<file path="src/rtl/uart_tx_arbiter_pkg.sv">
// Shared types and helpers for the UART transmit arbiter and the hex/echo front end.
// Timeout support is enabled by defining UART_ARB_TIMEOUT_EN.
package uart_tx_arbiter_pkg;

    localparam int unsigned DATA_BITS_DEF = 8;
    localparam int unsigned OWNER_W       = 3;

    typedef enum logic [1:0] {
        IDLE      = 2'd0,
        WAIT_BUSY = 2'd1,
        WAIT_DONE = 2'd2
    } arb_state_e;

    // Nibble to upper-case ASCII hex digit.
    function automatic logic [7:0] hex_ascii(input logic [3:0] nib);
        return (nib < 4'd10) ? (8'h30 + 8'(nib)) : (8'h37 + 8'(nib));
    endfunction

endpackage

</file>
<file path="src/rtl/uart_tx_arbiter_rr_pick.sv">
// Combinational round-robin selector: first set request after the pointer, with wrap.
module uart_tx_arbiter_rr_pick #(
    parameter int unsigned NUM_REQ = 4,
    parameter int unsigned PTR_W   = $clog2(NUM_REQ)
) (
    input  logic [NUM_REQ-1:0] i_req,
    input  logic [PTR_W-1:0]   i_ptr,
    output logic [PTR_W-1:0]   o_winner,
    output logic               o_valid
);

    always_comb begin
        o_valid  = 1'b0;
        o_winner = '0;
        for (int unsigned k = 1; k <= NUM_REQ; k++) begin
            if (!o_valid && i_req[PTR_W'((32'(i_ptr) + k) % NUM_REQ)]) begin
                o_valid  = 1'b1;
                o_winner = PTR_W'((32'(i_ptr) + k) % NUM_REQ);
            end
        end
    end

endmodule

</file>
<file path="src/rtl/uart_tx_arbiter.sv">
// Round-robin arbiter sharing one uart_tx among NUM_REQ byte requesters.
// Define UART_ARB_TIMEOUT_EN to abort a grant when tx_busy never rises.
module uart_tx_arbiter
    import uart_tx_arbiter_pkg::*;
#(
    parameter int unsigned NUM_REQ      = 4,
    parameter int unsigned DATA_BITS    = DATA_BITS_DEF,
    parameter int unsigned BUSY_TIMEOUT = 64
) (
    input  logic                         i_clk,
    input  logic                         i_rst,
    input  logic [NUM_REQ-1:0]           i_req,
    input  logic [NUM_REQ*DATA_BITS-1:0] i_req_data,
    output logic [NUM_REQ-1:0]           o_ack,
    output logic [OWNER_W-1:0]           o_owner,
    output logic                         o_arb_busy,
    output logic                         o_tx_enable,
    output logic [DATA_BITS-1:0]         o_tx_data,
    input  logic                         i_tx_busy,
    output logic                         o_err
);

    localparam int unsigned PTR_W = $clog2(NUM_REQ);

    arb_state_e            r_state;
    logic [PTR_W-1:0]      r_ptr;
    logic [NUM_REQ-1:0]    r_ack;
    logic [OWNER_W-1:0]    r_owner;
    logic                  r_arb_busy;
    logic                  r_tx_enable;
    logic [DATA_BITS-1:0]  r_tx_data;
    logic [PTR_W-1:0]      w_winner;
    logic                  w_valid;

`ifdef UART_ARB_TIMEOUT_EN
    localparam int unsigned CNT_W = $clog2(BUSY_TIMEOUT + 1);
    logic [CNT_W-1:0]      r_cnt;
    logic                  r_err;
    assign o_err = r_err;
`else
    logic                  w_unused_timeout;
    assign w_unused_timeout = ^32'(BUSY_TIMEOUT);
    assign o_err = 1'b0;
`endif

    uart_tx_arbiter_rr_pick #(
        .NUM_REQ (NUM_REQ),
        .PTR_W   (PTR_W)
    ) u_rr_pick (
        .i_req    (i_req),
        .i_ptr    (r_ptr),
        .o_winner (w_winner),
        .o_valid  (w_valid)
    );

    // Grant / enable-busy handshake / completion sequencing.
    always_ff @(posedge i_clk or posedge i_rst) begin
        if (i_rst) begin
            r_state     <= IDLE;
            r_ptr       <= PTR_W'(NUM_REQ - 1);
            r_ack       <= '0;
            r_owner     <= '0;
            r_arb_busy  <= 1'b0;
            r_tx_enable <= 1'b0;
            r_tx_data   <= '0;
`ifdef UART_ARB_TIMEOUT_EN
            r_cnt       <= '0;
            r_err       <= 1'b0;
`endif
        end else begin
            r_ack <= '0;
`ifdef UART_ARB_TIMEOUT_EN
            r_err <= 1'b0;
`endif
            unique case (r_state)
                IDLE: begin
                    // A busy line here belongs to someone else; hold off granting.
                    if (w_valid && !i_tx_busy) begin
                        r_owner     <= OWNER_W'(w_winner);
                        r_tx_data   <= i_req_data[32'(w_winner)*DATA_BITS +: DATA_BITS];
                        r_ptr       <= w_winner;
                        r_tx_enable <= 1'b1;
                        r_arb_busy  <= 1'b1;
                        r_state     <= WAIT_BUSY;
`ifdef UART_ARB_TIMEOUT_EN
                        r_cnt       <= '0;
`endif
                    end
                end
                WAIT_BUSY: begin
                    if (i_tx_busy) begin
                        r_tx_enable <= 1'b0;
                        r_state     <= WAIT_DONE;
                    end
`ifdef UART_ARB_TIMEOUT_EN
                    else if (r_cnt == CNT_W'(BUSY_TIMEOUT - 1)) begin
                        r_tx_enable <= 1'b0;
                        r_arb_busy  <= 1'b0;
                        r_err       <= 1'b1;
                        r_state     <= IDLE;
                    end else begin
                        r_cnt <= r_cnt + CNT_W'(1);
                    end
`endif
                end
                WAIT_DONE: begin
                    if (!i_tx_busy) begin
                        r_ack      <= NUM_REQ'(1) << r_ptr;
                        r_arb_busy <= 1'b0;
                        r_state    <= IDLE;
                    end
                end
                default: begin
                    r_tx_enable <= 1'b0;
                    r_arb_busy  <= 1'b0;
                    r_state     <= IDLE;
                end
            endcase
        end
    end

    assign o_ack       = r_ack;
    assign o_owner     = r_owner;
    assign o_arb_busy  = r_arb_busy;
    assign o_tx_enable = r_tx_enable;
    assign o_tx_data   = r_tx_data;

endmodule

</file>
<file path="config.mk">
export PLATFORM = sky130hd
export DESIGN_NAME = uart_tx_arbiter
export DESIGN_NICKNAME = d
export VERILOG_FILES = /design/src/rtl/uart_tx_arbiter_pkg.sv /design/src/rtl/uart_tx_arbiter_rr_pick.sv /design/src/rtl/uart_tx_arbiter.sv
export SDC_FILE = /design/constraint.sdc
export NUM_CORES = 1
export LEC_CHECK = 0
export CELL_PAD_IN_SITES_DETAIL_PLACEMENT = 1
export CELL_PAD_IN_SITES_GLOBAL_PLACEMENT = 1
export CORE_ASPECT_RATIO = 1.4
export CORE_UTILIZATION = 31
export DETAILED_ROUTE_END_ITERATION = 8
export PLACE_DENSITY = 0.78
export SKIP_CTS_REPAIR_TIMING = 1
export SLEW_MARGIN = 20
export SYNTH_ARGS = -nofsm -noshare
export SYNTH_HDL_FRONTEND = slang
export SYNTH_SLANG_ARGS = --single-unit
</file>
<file path="constraint.sdc">
create_clock -name i_clk -period 3.1 [get_ports i_clk]
set_clock_uncertainty 0.05 [all_clocks]
set_input_delay 0.62 -clock i_clk [delete_from_list [all_inputs] [get_ports i_clk]]
set_output_delay 0.62 -clock i_clk [all_outputs]
set_load 0.03 [all_outputs]
</file>
==> results.yml <==
synthesis:
  synth_commonest_cells: "dfrtp_1 (18), mux2i_1 (18), nand2_1 (17)"
  syn_inst: 123
  seq_area_frac_synth: 0.381
  synth_area_per_cell_um2: 10.7
  synth_top_area_cell: "dfrtp_1"
  synth_area_um2: 1320
  synth.area.top_cells: "dfrtp_1 (34%), mux2i_1 (14%), o221ai_1 (5.3%)"
  synth_ff_type: "dfrtp_1"
  synth_xor_area_frac: 0.00664
  synth_edf_count: 0
  synth_compound_area_frac: 0.199
  synth_mux_area_frac: 0.173
  synth_top_area_frac: 0.341
  ys_ff_latch: 20
  synth_cell_type_count: 38
  synth_top_family_by_area: "compound AO/OA/AOI/OAI gates"
  ys_async_sr_fraction: 1.00
  synth-adder-area-share: 0.0379
  yosysWarnings: 0
  synth_simple_gate_area_frac: 0.118
clock_network:
  clock_sinks: 20
  clockRootBuffer: "clkbuf_8"
  cts_htree_levels: 1
  clk_pin_slew_ns: 0.08
  cts_tree: "built"
  clk_latency_ns: 0.26
  cts_buffers: 3
  clockBufferDepth: 2
pwr:
  total_power_uw: 1890
  p_int_uw: 1100
  clkPwrFrac: 0.142
  p_sw_uw: 790
  swShare: 0.417
  leakage_uw: 0.000866
  ir_worst_vdd_v: 0.000486
  share_seq_of_total_power: 0.243
  power_frac_comb: 0.614
  p_per_area_nw_per_um2: 958
die:
  die_area_um2: 4530
  die_w_um: 57.2
  rows: 27
  die_h_um: 79.2
  ioPinCount: 57
  design.core.area_um2: 4020
  initial_core_util: 0.328
timing:
  slew_headroom: 0.507
  rsz0062_at_grt: "false"
  fin_crit_sh: 0.925
  hold_viol: 0
  worst_pin_slew_ns: 0.739
  fin_crit_ns: 2.87
  setup-tns-final_ns: 0
  whs_ns: 0.440
  finalSetupViolCount: 0
  fmax_ghz: 0.349
  finalMaxSlewViolations: 0
global_route:
  grt-ovfl-total: 0
  grt_pass1_wl_mm: 5.98
  grt_max_degree: 21
  grt_pass1_vias: 1291
  grtUsageTotal: 0.172
  antenna_found_initial: 0
job:
  max_cap_violations: 0
final_layout:
  num_antenna_cells: 0
  area_growth_pct: 49.7
  fin_area_um2: 1980
  num-nets-final: 223
  drive_gt1_frac: 0.117
  final_cells: 222
  fillers: 462
min_path:
  hold_path_class: "flip-flop to flip-flop"
  hold_depth: 2
detailed_routing:
  dr.first_iter.drc_count: 10
  antenna_left: 0
  dr.pass1.iters: 6
  post_drt_wl_per_cell_um: 16.5
  num_vias: 1146
  avgViaCountPerCell: 5.16
  wl_mm: 3.66
  remaining_drc_errors: 4
outcome:
  status: "finished, violations left"
  violations: "DRC"
place:
  placed_cell_area_um2: 1900
  dp_hpwl_mm: 2.89
  placed_cells: 218
  port_buffers: 54
  gp_congestion: 0.801
worst_setup_path:
  cp_max_fo: 17
  critPathRequiredTime_ns: 3.18
  endpoint_kind: "flip-flop"
  ff2ff_path_depth: 8
  worstSetupPathType: "flip-flop to flip-flop"
  start_kind: "flip-flop"
  critical_path_arrival_ns: 2.95
## cell usage in the layout (no fill, tap or decap), types with 2 or more instances in the layout
cell              n
a21boi_1          2
a21o_1            2
and2_1            5
buf_4             4
clkbuf_8          3
clkdlybuf4s50_1  54
conb_1            2
dfrtp_1          18
dfstp_2           2
ha_1              4
inv_1             5
mux2i_1          18
nand2_1          17
nand4_1           2
nor2_1            5
nor3_1            2
o21a_1            2
o21ai_0           4
o221ai_1          8
o31ai_2           2
## cells by family after synthesis
family                   count (synthesis)
other                                    1
flip-flops                              20
AO/OA/AOI/OAI                           28
AND/OR/NAND/NOR                         34
XOR/XNOR                                 1
multiplexers                            21
buffers and inverters                   14
adder cells (fa/ha/maj)                  4
## state kept, by name (all words and copies together), names as in the netlist
| signal | flops |
|---|---|
| r_ptr | 2 |
| o_ack | 4 |
| o_tx_data | 8 |
| o_arb_busy | 1 |
| r_state | 2 |
| o_tx_enable | 1 |
| o_owner | 2 |
## critical path, stage by stage (launching register included)
cell and delay, ns:
dfstp_2 0.63, bufinv_8 0.22, ha_1 0.49, mux2i_4 0.33
o31ai_2 0.11, a221oi_4 0.31, buf_12 0.21, mux2i_1 0.24
o221ai_1 0.14
## power groups by stage
| stage | logic (uW) | clock network, uW | registers [uW] |
|---|---|---|---|
| 6_report | 1160 | 270 | 461 |
| 5_1_grt | 1260 | 285 | 478 |
| 4_1_cts | 1180 | 278 | 461 |
| 3_5_place_dp | 1170 | 0 | 465 |
| 3_3_place_gp | 1140 | 0 | 459 |
| 2_1_floorplan | 672 | 0 | 608 |
## path summary, 6_finish.rpt
check	startpoint	to	slack, ns
max	r_ptr[1]$_DFFE_PP1P_	o_tx_data[4]$_DFFE_PP0P_	0.23
min	o_arb_busy$_DFFE_PP0P_	o_arb_busy$_DFFE_PP0P_	0.44
max reg2reg	r_ptr[1]$_DFFE_PP1P_	o_tx_data[4]$_DFFE_PP0P_	0.23
min reg2reg	o_arb_busy$_DFFE_PP0P_	o_arb_busy$_DFFE_PP0P_	0.44
max in group asynchronous	i_rst	o_tx_data[1]$_DFFE_PP0P_	1.81
min in group asynchronous	i_rst	o_tx_data[4]$_DFFE_PP0P_	0.73
## routing by layer
layer  wire length [um]  track usage
met2               1970        0.320
met5                  0            0
met3                148       0.0293
met4                112       0.0854
met1               1430        0.183
## layout make-up
cell class | count | area (um2) | share of cell area
clock buffers | 3 | 41.3 | 0.0209
clock inverters | 1 | 30.0 | 0.0152
inverters | 6 | 36.3 | 0.0184
multi-input cells | 90 | 721 | 0.365
flip-flops and latches | 20 | 503 | 0.255
well taps | 43 | 53.8 | 0.0272
repair buffers | 59 | 591 | 0.299
## stage by stage
stage / setup WS (ns) / utilization
floorplan: 0.397 / -
global placement: 0.372 / 0.474
detailed placement: 0.246 / 0.474
CTS: 0.224 / 0.491
global route: 0.112 / 0.491
finish: 0.234 / 0.491
Note: power is estimated with default switching activity, not from simulation.
